$ cat config.mk
export PLATFORM = sky130hd
export DESIGN_NAME = mem_access_unit
export DESIGN_NICKNAME = d
export VERILOG_FILES = /design/src/rtl/mem_pkg.sv /design/src/rtl/load_align.sv /design/src/rtl/mem_access_unit.sv
export SDC_FILE = /design/constraint.sdc
export NUM_CORES = 1
export LEC_CHECK = 0
export CORE_MARGIN = 5
export CORE_UTILIZATION = 35
export CTS_CLUSTER_SIZE = 28
export DETAILED_ROUTE_END_ITERATION = 10
export PLACE_DENSITY = 0.66
export SETUP_SLACK_MARGIN = 0.1
export SLEW_MARGIN = 0
export SYNTH_ARGS = -nofsm -noshare
export SYNTH_HDL_FRONTEND = slang
export SYNTH_HIERARCHICAL = 1
export SYNTH_SLANG_ARGS = --single-unit
export TNS_END_PERCENT = 5
$ cat constraint.sdc
create_clock -name clk -period 4.05 [get_ports clk]
set_input_delay 0.81 -clock clk [delete_from_list [all_inputs] [get_ports clk]]
set_output_delay 0.81 -clock clk [all_outputs]
set_load 0.02 [all_outputs]
$ cat src/rtl/mem_pkg.sv
// Shared encodings and helpers for the memory-stage load/store unit.
// Sizes follow the ISA funct3 low bits; reserved size 2'b11 is never aligned.
package mem_pkg;

  localparam logic [1:0] SZ_BYTE = 2'b00;
  localparam logic [1:0] SZ_HALF = 2'b01;
  localparam logic [1:0] SZ_WORD = 2'b10;

  localparam logic [0:0] ST_IDLE  = 1'b0;
  localparam logic [0:0] ST_WRITE = 1'b1;

  typedef struct packed {
    logic load;
    logic word_store;
    logic sub_store;
    logic fault;
  } req_dec_t;

  function automatic logic is_aligned(input logic [1:0] size, input logic [1:0] addr_lo);
    logic ok;
    case (size)
      SZ_BYTE: ok = 1'b1;
      SZ_HALF: ok = ~addr_lo[0];
      SZ_WORD: ok = (addr_lo == 2'b00);
      default: ok = 1'b0;
    endcase
    return ok;
  endfunction

endpackage

$ cat src/rtl/load_align.sv
// Combinational lane select and sign/zero extension of a little-endian RAM word.
// Kept standalone so a cache refill path can share it.
module load_align
  import mem_pkg::*;
(
  input  logic [31:0] ram_word,
  input  logic [1:0]  addr_lo,
  input  logic [1:0]  size,
  input  logic        is_unsigned,
  output logic [31:0] data_out
);

  logic [7:0]  byte_sel;
  logic [15:0] half_sel;
  logic        byte_sign;
  logic        half_sign;

  always_comb begin
    case (addr_lo)
      2'd0:    byte_sel = ram_word[7:0];
      2'd1:    byte_sel = ram_word[15:8];
      2'd2:    byte_sel = ram_word[23:16];
      default: byte_sel = ram_word[31:24];
    endcase
    half_sel  = addr_lo[1] ? ram_word[31:16] : ram_word[15:0];
    byte_sign = ~is_unsigned & byte_sel[7];
    half_sign = ~is_unsigned & half_sel[15];
  end

  always_comb begin
    case (size)
      SZ_BYTE: data_out = {{24{byte_sign}}, byte_sel};
      SZ_HALF: data_out = {{16{half_sign}}, half_sel};
      default: data_out = ram_word;
    endcase
  end

endmodule

$ cat src/rtl/mem_access_unit.sv
// Load/store unit between EX/MEM and a single-port word RAM.
// Sub-word stores read, merge into merge_q, then write on a second cycle.
module mem_access_unit
  import mem_pkg::*;
#(
  parameter int AW = 32,
  parameter int DW = 32
) (
  input  logic          clk,
  input  logic          rst,
  input  logic          req_valid,
  input  logic          req_we,
  input  logic [1:0]    req_size,
  input  logic          req_unsigned,
  input  logic [AW-1:0] req_addr,
  input  logic [DW-1:0] req_wdata,
  output logic          stall,
  output logic          load_valid,
  output logic [DW-1:0] load_data,
  output logic          misalign,
  output logic          ram_we,
  output logic [AW-1:0] ram_adr,
  output logic [DW-1:0] ram_din,
  input  logic [DW-1:0] ram_dout
);

  logic [0:0]    state_q, state_d;
  logic          load_valid_q, load_valid_d;
  logic          misalign_q, misalign_d;
  logic [DW-1:0] load_data_q, load_data_d;
  logic [DW-1:0] merge_q, merge_d;
  logic [AW-1:0] addr_q, addr_d;

  logic [AW-1:0] word_adr;
  logic          aligned;
  logic [DW-1:0] load_ext;
  logic [DW-1:0] merged;
  req_dec_t      dec;

  assign word_adr = {req_addr[AW-1:2], 2'b00};
  assign aligned  = is_aligned(req_size, req_addr[1:0]);

  always_comb begin
    dec            = '0;
    dec.fault      = req_valid & ~aligned;
    dec.load       = req_valid & aligned & ~req_we;
    dec.word_store = req_valid & aligned & req_we & (req_size == SZ_WORD);
    dec.sub_store  = req_valid & aligned & req_we & (req_size != SZ_WORD);
  end

  load_align u_load_align (
    .ram_word    (ram_dout),
    .addr_lo     (req_addr[1:0]),
    .size        (req_size),
    .is_unsigned (req_unsigned),
    .data_out    (load_ext)
  );

  // Replace only the addressed lane; the rest of the word comes from the RAM read.
  always_comb begin
    merged = ram_dout;
    if (req_size == SZ_BYTE) begin
      case (req_addr[1:0])
        2'd0:    merged[7:0]   = req_wdata[7:0];
        2'd1:    merged[15:8]  = req_wdata[7:0];
        2'd2:    merged[23:16] = req_wdata[7:0];
        default: merged[31:24] = req_wdata[7:0];
      endcase
    end else if (req_addr[1]) begin
      merged[31:16] = req_wdata[15:0];
    end else begin
      merged[15:0] = req_wdata[15:0];
    end
  end

  always_comb begin
    state_d      = state_q;
    merge_d      = merge_q;
    addr_d       = addr_q;
    load_valid_d = 1'b0;
    misalign_d   = 1'b0;
    load_data_d  = load_data_q;
    case (state_q)
      ST_IDLE: begin
        if (dec.load) begin
          load_valid_d = 1'b1;
          load_data_d  = load_ext;
        end
        misalign_d = dec.fault;
        if (dec.sub_store) begin
          state_d = ST_WRITE;
          merge_d = merged;
          addr_d  = word_adr;
        end
      end
      default: state_d = ST_IDLE;
    endcase
  end

  // Reset suppresses any write in flight, including the second half of a merge.
  always_comb begin
    stall   = 1'b0;
    ram_we  = 1'b0;
    ram_adr = word_adr;
    ram_din = req_wdata;
    if (state_q == ST_WRITE) begin
      ram_we  = ~rst;
      ram_adr = addr_q;
      ram_din = merge_q;
    end else if (!rst) begin
      ram_we = dec.word_store;
      stall  = dec.sub_store;
    end
  end

  always_ff @(posedge clk) begin
    if (rst) begin
      state_q      <= ST_IDLE;
      load_valid_q <= 1'b0;
      misalign_q   <= 1'b0;
      load_data_q  <= '0;
      merge_q      <= '0;
      addr_q       <= '0;
    end else begin
      state_q      <= state_d;
      load_valid_q <= load_valid_d;
      misalign_q   <= misalign_d;
      load_data_q  <= load_data_d;
      merge_q      <= merge_d;
      addr_q       <= addr_d;
    end
  end

  assign load_valid = load_valid_q;
  assign misalign   = misalign_q;
  assign load_data  = load_data_q;

endmodule

==> summary.txt, run 1 <==
Setup path
  • Most used cell, CP: clkdlybuf4s50_1
  • Crit path capture type: output port
  • Worst R2R Start: state_q
  • Critical Path RT: 3.24 ns
  • Slowest-stage cell, CP: clkdlybuf4s50_1
  • Critical R2R Capture: merge_q[26]
  • R2R Setup Slk: 1.89 ns
  • CP Data Arrival Time: 2.74 ns
  • Worst setup path startpoint: req_size[0]
  • Crit path capture: ram_we
  • Startpoint Class: primary input
  • Crit path largest cell delay: 0.61 ns
  • Reg2reg path depth: 5
  • CP Cell Sequence: clkdlybuf4s50_1, or3_4, nand2_1, a21oi_1, nor2_1, clkdlybuf4s50_1
  • Kind of critical path: in2out
  • Crit path max fanout: 5

Global route
  • Met3 GRT Util: 5.999%
  • GR met2 Demand/Resource: 33.60%
  • Number of global-route vias before repair: 5230
  • Global-route usage over all layers: 20.17%
  • Grt met1 use: 25.48%
  • First-pass GRT wire length: 28860 um
  • Initial antenna violation count: 0
  • GRT busiest layer: met2
  • Largest net degree at the start of global routing: 88
  • Gr ovfl total: 0

Clock tree
  • CTS root buf: clkbuf_16
  • # resized after CTS: 0
  • H-tree levels: 3
  • Worst-path clk slew: 0.06 ns
  • Clock tree buffer depth: 2
  • Clk sinks: 97
  • CTS tree: built
  • Worst-Skew Late Latency: 0.34 ns
  • Hold-fix buffers, CTS: 0
  • Clock buffers created by TritonCTS: 9
  • Postcts setup bufs: 0

Route
  • Initial drt markers: 388
  • DR vias: 5279
  • Routed vias/inst: 5.316
  • Routed wire length per instance: 18.91 um
  • Wirelength, routed: 18780 um
  • DRC: 0
  • Pre-antenna DRT Iters: 6
  • Antenna-violating nets left: 0

Synthesis
  • Share of the synthesized area in the top cell type: 35.60%
  • Syn avg cell area: 8.899 um^2
  • Register area share after synthesis: 35.60%
  • Yosys top cell by area: dfxtp_1
  • Ranking of synthesized cells by area: dfxtp_1, mux2_2, mux2i_1
  • Mapped cell area: 5455 um^2
  • Cells after synthesis: 613
  • Post-synthesis mux area share: 24.77%
  • Largest family of logic cells by synthesized area: multiplexers
  • Syn. warnings: 6
  • Post-Synth Simple-Gate Area: 13.65%
  • #FFs+latches synth: 97
  • Compound-Gate Fraction of Synth Area: 19.89%
  • Cell variety after synth: 41
  • Adder-Cell Fraction of Synth Area: 0%
  • Synth Area in XOR/XNOR: 0%

Floorplanning
  • Core area: 15260 um^2
  • Initial Utilization: 35.75%
  • # rows: 45
  • Die area: 18180 um^2
  • DIE WIDTH: 134.8 um
  • I/O pin cnt: 203
  • Die H: 134.8 um

Power
  • Clock share of power: 35.0%
  • Switch share: 27.20%
  • Power Density: 313.5 nW/um^2
  • Lkg Pwr: 2.737 nW
  • Int Pwr: 1.783 mW
  • Switching power: 0.6659 mW
  • Reg power frac: 41.1%
  • Max VDD drop: 0.1699 mV
  • Combinational Power Share: 23.8%

Place
  • Placed Area: 7513 um^2
  • I/O Buffers: 200
  • RD Place Congestion: 0.9294
  • HPWL Detailed: 14080 um

STA
  • Worst Max-Slew Pin Slew: 0.9048 ns
  • Slew Limit Fails: 0
  • Clock skew: 0.006914 ns
  • Setup TNS: 0 ns
  • Fmax: 282.0 MHz
  • Fin crit share: 87.56%
  • Final setup viols: 0
  • Relative slew slack: 39.68%
  • Fin crit period: 3.546 ns
  • Final Hold Vio Count: 0
  • RSZ-0062 raised after global routing: no

Layout
  • Multi-input gate area: 3188 um^2
  • Fin area: 7809 um^2
  • Fillers: 1438
  • Antenna Cells: 0
  • P&R area growth vs syn: 43.14%
  • Reg area: 1943 um^2
  • Share of cells above drive strength 1: 13.94%
  • Nets: 882

Worst hold path
  • Hold crit path type: reg2reg

Run
  • Max-cap violation count: 0

Status
  • Status: complete, no violations
[sequential cells by signal, summed over array words and instances (netlist names)]
| signal | flops |
|---|---|
| load_data | 32 |
| state_q | 1 |
| addr_q | 30 |
| misalign | 1 |
| load_valid | 1 |
| merge_q | 32 |
[critical path: cells and delay by family]
family	cells	cell delay (ns)
simple gates	3	0.65
compound gates	1	0.06
buf+inv	2	1.20
[logic make-up (layout without fill, tap and decap cells)]
logic type             Yosys count  after routing
AOI/OAI and AO/OA              147            147
buffers and inverters           63            231
DFF                             97             97
muxes                          127            127
other                            1              2
and+or+nand+nor                178            178
[synth_stat cells, drive strengths merged]
| cell | instances |
|---|---|
| a2111o | 1 |
| a2111oi | 2 |
| a211oi | 17 |
| a21o | 1 |
| a21oi | 47 |
| a22oi | 9 |
| a32oi | 1 |
| and4b | 1 |
| buf | 30 |
| clkbuf | 28 |
| clkinv | 2 |
| conb | 1 |
| dfxtp | 97 |
| inv | 3 |
| mux2 | 64 |
| mux2i | 63 |
| nand2 | 102 |
| nand2b | 1 |
| nor2 | 51 |
| nor2b | 17 |
| nor3 | 2 |
| o211ai | 17 |
| o21a | 3 |
| o21ai | 17 |
| o21ba | 1 |
| o221ai | 24 |
| o22a | 7 |
| or2 | 2 |
| or3 | 2 |
[layout make-up]
| class | instances | share of cell area [%] |
|---|---|---|
| clock buffers | 12 | 3.285 |
| clock inverters | 2 | 0.4967 |
| inverters | 5 | 0.2403 |
| multi-input cells | 454 | 40.83 |
| flip-flops and latches | 97 | 24.88 |
| well taps | 211 | 3.381 |
| repair buffers | 212 | 26.89 |
[metal layers]
layer,routed length (um),up-vias
met5,0,-
met4,302,0
met3,1763,29
met2,8861,250
li1,-,2522
met1,7849,2478
[stage by stage]
stage | instances | setup WS (ns) | power [mW] | util (%) | hold WS, ns
3_5_place_dp | 979 | 0.5303 | 1.609 | 49.24 | 0.4409
5_1_grt | 993 | 0.4312 | 2.556 | 51.18 | 0.4777
6_report | 993 | 0.5039 | 2.448 | 51.18 | 0.4535
2_1_floorplan | 614 | 1.224 | 1.332 | - | 0.4285
4_1_cts | 993 | 0.5145 | 2.474 | 51.18 | 0.4555
3_3_place_gp | 979 | 0.5399 | 1.602 | 49.24 | 0.4389
[worst min-delay path by stage]
stage           startpoint     endpoint  slack (ns)  depth (start not counted)
2_1_floorplan  merge_q[10]  merge_q[10]        0.43                          2
3_3_place_gp    addr_q[15]   addr_q[15]        0.44                          2
3_5_place_dp   merge_q[10]  merge_q[10]        0.44                          2
4_1_cts         addr_q[13]   addr_q[13]        0.46                          2
5_1_grt         addr_q[13]   addr_q[13]        0.48                          2
6_report        addr_q[13]   addr_q[13]        0.45                          2
[power groups by stage]
stage / clock (mW) / combinational, mW / sequential (mW)
detailed placement: 0 / 0.580 / 1.03
CTS: 0.883 / 0.584 / 1.01
finish: 0.858 / 0.584 / 1.01
global route: 0.925 / 0.622 / 1.01
global placement: 0 / 0.574 / 1.03
floorplan: 0 / 0.298 / 1.03
[cells in the final DEF, fill, tap and decap left out, types with 3 or more instances in the layout]
cell type        instances
nor2_1                  51
o21ai_1                  8
a21oi_1                 47
o22a_1                   7
clkbuf_16                9
o221ai_1                24
clkdlybuf4s50_1        199
nand2_1                102
inv_1                    3
buf_4                   11
o21a_1                   3
o211ai_1                 7
a22oi_1                  9
mux2_2                  64
mux2i_1                 63
dfxtp_1                 96
o211ai_2                10
a211oi_1                16
nor2b_1                 17
o21ai_0                  8
No activity file was read; power rests on OpenSTA's default activity.
==> run 2, diff against run 1 <==
--- a/config.mk
+++ b/config.mk
@@ -9,11 +9,10 @@
 export CORE_UTILIZATION = 35
 export CTS_CLUSTER_SIZE = 28
 export DETAILED_ROUTE_END_ITERATION = 10
-export PLACE_DENSITY = 0.66
+export PLACE_DENSITY = 0.67
 export SETUP_SLACK_MARGIN = 0.1
 export SLEW_MARGIN = 0
 export SYNTH_ARGS = -nofsm -noshare
 export SYNTH_HDL_FRONTEND = slang
-export SYNTH_HIERARCHICAL = 1
 export SYNTH_SLANG_ARGS = --single-unit
 export TNS_END_PERCENT = 5
==> summary.txt, run 2 <==
Synthesis
  • Yosys top cell by area: dfxtp_1 (unchanged)
  • Register area share after synthesis: 38.10% (was 35.60%)
  • Syn avg cell area: 8.482 um^2 (was 8.899 um^2)
  • Mapped cell area: 5097 um^2 (was 5455 um^2)
  • Most numerous cell in the Yosys netlist: nand2_1 (unchanged)
  • Post-synth EDFFs: 0 (unchanged)
  • Ranking of synthesized cells by area: dfxtp_1, mux2_2, nand2_1 (was dfxtp_1, mux2_2, mux2i_1)
  • Synth top cells by count: nand2_1, dfxtp_1, mux2_2, a21oi_1, nor2_1 (was nand2_1, dfxtp_1, mux2_2, mux2i_1, nor2_1)
  • #FFs+latches synth: 97 (unchanged)
  • Syn. warnings: 0 (was 6)
  • Share of the synthesized area in the top cell type: 38.10% (was 35.60%)
  • Cell variety after synth: 50 (was 41)
  • Async set-or-reset flop fraction in the synthesized netlist: 0% (unchanged)
  • Ys flop type: dfxtp_1 (unchanged)
  • Cells after synthesis: 601 (was 613)

Layout
  • Fin area: 7455 um^2 (was 7809 um^2)
  • P&R area growth vs syn: 46.24% (was 43.14%)
  • Share of cells above drive strength 1: 14.49% (was 13.94%)
  • Fin cells: 957 (was 993)
  • Final core occ: 51.68% (was 51.18%)
  • Commonest non-fill, non-tap cell in the layout: clkdlybuf4s50_1 (unchanged)
  • Most frequent cells in the layout: clkdlybuf4s50_1, nand2_1, dfxtp_1 (unchanged)
  • Nets: 871 (was 882)
  • Fillers: 1330 (was 1438)
  • Antenna Cells: 0 (unchanged)

Setup path
  • CP Cell Sequence: clkdlybuf4s50_1, nand4b_1, nor3_1, nor2_1, nor2_1, clkdlybuf4s50_1 (was clkdlybuf4s50_1, or3_4, nand2_1, a21oi_1, nor2_1, clkdlybuf4s50_1)
  • Bufs and invs on worst path: 2 (unchanged)
  • Crit path max fanout: 10 (was 5)
  • Slowest-stage cell, CP: clkdlybuf4s50_1 (unchanged)
  • Top delay family on crit path: buffers and inverters (unchanged)
  • Crit path largest cell delay: 0.63 ns (was 0.61 ns)
  • Kind of critical path: in2out (unchanged)
  • Worst setup path startpoint: req_addr[0] (was req_size[0])
  • Critical Path RT: 3.24 ns (about the same)
  • CP Data Arrival Time: 2.63 ns (was 2.74 ns)
  • Worst R2R Start: state_q (unchanged)
  • Crit path capture type: output port (unchanged)
  • Startpoint Class: primary input (unchanged)

Route
  • Routed vias/inst: 5.400 (was 5.316)
  • Antenna-violating nets left: 0 (unchanged)
  • Wirelength, routed: 17850 um (was 18780 um)
  • Routed wire length per instance: 18.65 um (was 18.91 um)
  • DRC: 0 (unchanged)
  • Initial drt markers: 502 (was 388)
  • Pre-antenna DRT Iters: 6 (unchanged)
  • DR vias: 5168 (was 5279)

STA
  • Relative slew slack: 49.97% (was 39.68%)
  • Final setup viols: 0 (unchanged)
  • Setup TNS: 0 ns (unchanged)
  • Fin crit period: 3.437 ns (was 3.546 ns)
  • Fin crit share: 84.86% (was 87.56%)
  • Fmax: 291.0 MHz (was 282.0 MHz)
  • Worst Max-Slew Pin Slew: 0.7496 ns (was 0.9048 ns)
  • Slew Limit Fails: 0 (unchanged)
  • RSZ-0062 raised after global routing: no (unchanged)
  • Final Hold Vio Count: 0 (unchanged)
  • Clock skew: 0.009331 ns (was 0.006914 ns)
  • Worst hold margin: 0.4539 ns (was 0.4535 ns)

Place
  • Placed Area: 7144 um^2 (was 7513 um^2)
  • HPWL Detailed: 13500 um (was 14080 um)
  • I/O Buffers: 200 (unchanged)
  • DP Cell Count: 941 (was 979)
  • RD Place Congestion: 0.9029 (was 0.9294)

Clock tree
  • Worst-path clk slew: 0.07 ns (was 0.06 ns)
  • CTS root buf: clkbuf_16 (unchanged)
  • CTS tree: built (unchanged)
  • Hold-fix buffers, CTS: 0 (unchanged)
  • Clock tree buffer depth: 2 (unchanged)
  • # resized after CTS: 0 (unchanged)
  • Postcts setup bufs: 0 (unchanged)
  • Clk sinks: 97 (unchanged)
  • Worst-Skew Late Latency: 0.35 ns (was 0.34 ns)
  • H-tree levels: 3 (unchanged)
  • Clock buffers created by TritonCTS: 9 (unchanged)

Run
  • Max-cap violation count: 0 (unchanged)

Floorplanning
  • Die area: 17080 um^2 (was 18180 um^2)
  • # rows: 44 (was 45)
  • I/O pin cnt: 203 (unchanged)
  • DIE WIDTH: 130.7 um (was 134.8 um)
  • Initial Utilization: 35.34% (was 35.75%)
  • Core area: 14420 um^2 (was 15260 um^2)
  • Die H: 130.7 um (was 134.8 um)

Status
  • Status: complete, no violations (unchanged)

Global route
  • Initial antenna violation count: 0 (unchanged)
  • Global-route usage over all layers: 20.14% (was 20.17%)
  • Number of global-route vias before repair: 4951 (was 5230)
  • Gr ovfl total: 0 (unchanged)
  • First-pass GRT wire length: 26910 um (was 28860 um)
  • Largest net degree at the start of global routing: 73 (was 88)

Worst hold path
  • Worst Hold Launch: merge_q[12] (was addr_q[13])
  • Hold crit path type: reg2reg (unchanged)

Power
  • Max VDD drop: 0.2010 mV (was 0.1699 mV)
  • Lkg Pwr: 2.712 nW (was 2.737 nW)
  • Power Density: 329.9 nW/um^2 (was 313.5 nW/um^2)
-- run 2: changes by cell type in the layout (fill, tap and decap cells not counted), moves of 10 or more --
cell,delta
o211ai_2,-10
mux2i_1,-61
a311oi_1,+16
inv_1,+10
and3_1,+10
nor2b_1,-15
o221ai_1,-16
-- run 2: report_power, final --
group | leakage (nW) | switching, mW | internal, mW
sequential | 0.789 | 0.0218 | 0.991
clock | 0.146 | 0.403 | 0.491
combinational | 1.78 | 0.280 | 0.272
total | 2.71 | 0.705 | 1.75
-- run 2: worst register-to-register path, delay by kind of cell (launching register included) --
family | cells | cell delay, ns
AO/OA/AOI/OAI | 2 | 0.92
flip-flops | 1 | 0.42
AND/OR/NAND/NOR | 2 | 0.91
-- run 2: layer usage --
| metal | share of wire (%) | up-vias | global-route usage, % | wire [um] |
|---|---|---|---|---|
| met5 | 0 | - | 0 | 0 |
| met4 | 2.0 | 0 | 7.139 | 358 |
| met3 | 7.9 | 24 | 4.715 | 1419 |
| met2 | 47 | 217 | 31.58 | 8429 |
| met1 | 43 | 2407 | 27.21 | 7643 |
| li1 | - | 2520 | - | - |
-- run 2: through the flow --
step | power (mW) | setup slack, ns
5_1_grt | 2.557 | 0.5061
3_5_place_dp | 1.584 | 0.6442
3_3_place_gp | 1.578 | 0.6692
2_1_floorplan | 1.308 | 1.170
4_1_cts | 2.474 | 0.6351
6_report | 2.459 | 0.6132
-- run 2: area by class of cell --
class / count / area [um^2] / area share [%]
multi-input cells: 436 / 2843 / 38.13
repair buffers: 211 / 2079 / 27.90
well taps: 184 / 230.2 / 3.088
flip-flops and latches: 97 / 1943 / 26.07
clock inverters: 7 / 85.08 / 1.141
clock buffers: 9 / 225.2 / 3.021
inverters: 13 / 48.80 / 0.6546
-- run 2: final timing paths --
path,cells past startpoint,endpoint,slack (ns)
worst max-delay path,6,ram_we,0.61
worst min-delay path,2,merge_q[12],0.45
worst max register to register,4,load_data[30],1.65
worst min register to register,2,merge_q[12],0.45
-- run 2: cell families after synthesis --
group / Yosys count / share of synthesized area, %
AOI/OAI and AO/OA: 165 / 23.83
buffers and inverters: 69 / 6.235
DFF: 97 / 38.10
muxes: 65 / 14.31
other: 1 / 0.07357
and+or+nand+nor: 204 / 17.45
==> run 3, diff against run 2 <==
==> constraint.sdc (replaced) <==
create_clock -name clk -period 3.45 [get_ports clk]
set_input_delay 0.69 -clock clk [delete_from_list [all_inputs] [get_ports clk]]
set_output_delay 0.69 -clock clk [all_outputs]
set_load 0.02 [all_outputs]
==> summary.txt, run 3 (synthesis gave the netlist of run 2 again) <==
Clock tree
  • Clock buffers created by TritonCTS: 9 (unchanged)
  • # resized after CTS: 0 (unchanged)
  • Clk sinks: 97 (unchanged)
  • H-tree levels: 3 (unchanged)
  • Postcts setup bufs: 0 (unchanged)
  • CTS root buf: clkbuf_16 (unchanged)
  • Clock tree buffer depth: 2 (unchanged)
  • Hold-fix buffers, CTS: 0 (unchanged)
  • Worst-Skew Late Latency: 0.35 ns (about the same)
  • Worst-path clk slew: 0.07 ns (about the same)
  • CTS tree: built (unchanged)

Global route
  • Initial antenna violation count: 0 (unchanged)
  • First-pass GRT wire length: 27050 um (was 26910 um)
  • Gr ovfl total: 0 (unchanged)
  • Global-route usage over all layers: 20.25% (was 20.14%)
  • Number of global-route vias before repair: 5086 (was 4951)
  • Largest net degree at the start of global routing: 62 (was 73)

STA
  • Clock skew: 0.004905 ns (was 0.009331 ns)
  • Fin crit period: 3.114 ns
  • Fin crit share: 90.26%
  • Worst hold margin: 0.4517 ns (was 0.4539 ns)
  • Fmax: 321.1 MHz
  • Final setup viols: 0 (unchanged)
  • Worst Max-Slew Pin Slew: 0.6486 ns (was 0.7496 ns)
  • Slew Limit Fails: 0 (unchanged)
  • Setup TNS: 0 ns (unchanged)
  • Final Hold Vio Count: 0 (unchanged)
  • Relative slew slack: 56.76% (was 49.97%)
  • RSZ-0062 raised after global routing: no (unchanged)

Setup path
  • CP Data Arrival Time: 2.42 ns (was 2.63 ns)
  • CP Cell Sequence: clkdlybuf4s50_1, nor4bb_1, nand2_1, nor2_1, clkdlybuf4s50_1 (was clkdlybuf4s50_1, nand4b_1, nor3_1, nor2_1, nor2_1, clkdlybuf4s50_1)
  • R2R Setup Slk: 1.28 ns (was 1.65 ns)
  • Crit path capture type: output port (unchanged)
  • Crit path largest cell delay: 0.65 ns (was 0.63 ns)
  • Most used cell, CP: clkdlybuf4s50_1
  • Slowest-stage cell, CP: clkdlybuf4s50_1 (unchanged)
  • Kind of critical path: in2out (unchanged)
  • Critical Path RT: 2.76 ns (was 3.24 ns)
  • Bufs and invs on worst path: 2 (unchanged)
  • Startpoint Class: primary input (unchanged)
  • Crit path max fanout: 3 (was 10)
  • Top delay family on crit path: buffers and inverters (unchanged)
  • Reg2reg path depth: 5 (was 4)
  • Critical R2R Capture: load_data[16] (was load_data[30])
  • Worst R2R Start: state_q (unchanged)

Floorplanning
  • Die area: 17080 um^2 (unchanged)
  • Initial Utilization: 35.34% (unchanged)
  • Core area: 14420 um^2 (unchanged)
  • I/O pin cnt: 203 (unchanged)
  • DIE WIDTH: 130.7 um (unchanged)
  • # rows: 44 (unchanged)
  • Die H: 130.7 um (unchanged)

Layout
  • Most frequent cells in the layout: clkdlybuf4s50_1, nand2_1, dfxtp_1 (unchanged)
  • Share of cells above drive strength 1: 14.82% (was 14.49%)
  • P&R area growth vs syn: 46.78% (was 46.24%)
  • Commonest non-fill, non-tap cell in the layout: clkdlybuf4s50_1 (unchanged)
  • Final core occ: 51.87% (was 51.68%)
  • Antenna Cells: 0 (unchanged)
  • Nets: 874 (was 871)

Power
  • Power Density: 383.4 nW/um^2 (was 329.9 nW/um^2)
  • Combinational Power Share: 22.7% (was 22.5%)
  • Switch share: 28.39% (was 28.68%)
  • Max VDD drop: 0.2023 mV (was 0.2010 mV)
  • Int Pwr: 2.054 mW (was 1.754 mW)
  • Clock share of power: 35.9% (was 36.4%)
  • Lkg Pwr: 2.728 nW (was 2.712 nW)
  • Reg power frac: 41.5% (was 41.2%)
  • Switching power: 0.8143 mW (was 0.7052 mW)

Worst hold path
  • Hold Path End: merge_q[11] (was merge_q[12])
  • Hold crit path type: reg2reg (unchanged)
  • Worst Hold Launch: merge_q[11] (was merge_q[12])
  • Hold path cells: 2 (unchanged)

Status
  • Status: complete, no violations (unchanged)

Route
  • DRC: 0 (unchanged)
  • Initial drt markers: 513 (was 502)
  • Routed vias/inst: 5.464 (was 5.400)
  • Antenna-violating nets left: 0 (unchanged)
  • DR vias: 5245 (was 5168)
  • Pre-antenna DRT Iters: 6 (unchanged)
  • Routed wire length per instance: 18.49 um (was 18.65 um)
  • Wirelength, routed: 17750 um (was 17850 um)

Place
  • RD Place Congestion: 0.9164 (was 0.9029)
  • HPWL Detailed: 13420 um (was 13500 um)
  • I/O Buffers: 200 (unchanged)

Run
  • Max-cap violation count: 0 (unchanged)
==> run 3: cell count changes in the layout (fill, tap and decap cells not counted), sizes merged <==
| cell | change |
|---|---|
| buf | +3 |
| clkinv | +2 |
| clkinvlp | -1 |
| inv | -1 |
==> run 3: per-stage QoR <==
stage          std cells  setup slack (ns)  power [mW]  instance area (um^2)
6_report             960            0.3359       2.869                  7482
5_1_grt              960            0.1818       2.992                  7482
4_1_cts              960            0.3031       2.893                  7482
3_5_place_dp         944            0.3038       1.862                  7179
3_3_place_gp         944            0.3084       1.855                  7179
2_1_floorplan        602            0.8103       1.535                  5101
==> run 3: worst max path at each step <==
stage	slack, ns	depth (start not counted)	to	from
CTS	0.30	5	stall	req_we
global route	0.18	5	stall	req_we
detailed placement	0.30	5	stall	req_we
floorplan	0.81	6	stall	req_size[1]
finish	0.34	5	stall	req_we
global placement	0.31	5	stall	req_we
==> run 3: tightest hold or removal path, delay by kind of cell, from the launching register on <==
family	cells	cell delay [ns]
flops	1	0.31
simple gates	1	0.05
compound gates	1	0.05
==> run 3: routing by layer <==
metal | global-route usage (%) | up-vias | part of all wire (%)
li1 | - | 2522 | -
met1 | 26.87 | 2467 | 44
met2 | 31.82 | 224 | 46
met3 | 5.163 | 32 | 7.2
met4 | 7.562 | 0 | 2.9
met5 | 0 | - | 0
==> run 3: cell type report <==
| class | instances | area, um^2 |
|---|---|---|
| Multi-Input combinational cell | 436 | 2843 |
| Sequential cell | 97 | 1943 |
| Inverter | 13 | 48.80 |
| Clock inverter | 7 | 77.57 |
| Fill cell | 1375 | 6942 |
| Clock buffer | 9 | 225.2 |
| Tap cell | 184 | 230.2 |
| Timing Repair Buffer | 214 | 2115 |
==> run 3: power by group through the flow <==
stage / Combinational [mW] / Clock [mW] / Sequential, mW
finish: 0.651 / 1.03 / 1.19
global route: 0.696 / 1.10 / 1.19
CTS: 0.650 / 1.05 / 1.19
detailed placement: 0.647 / 0 / 1.22
global placement: 0.641 / 0 / 1.21
floorplan: 0.309 / 0 / 1.23
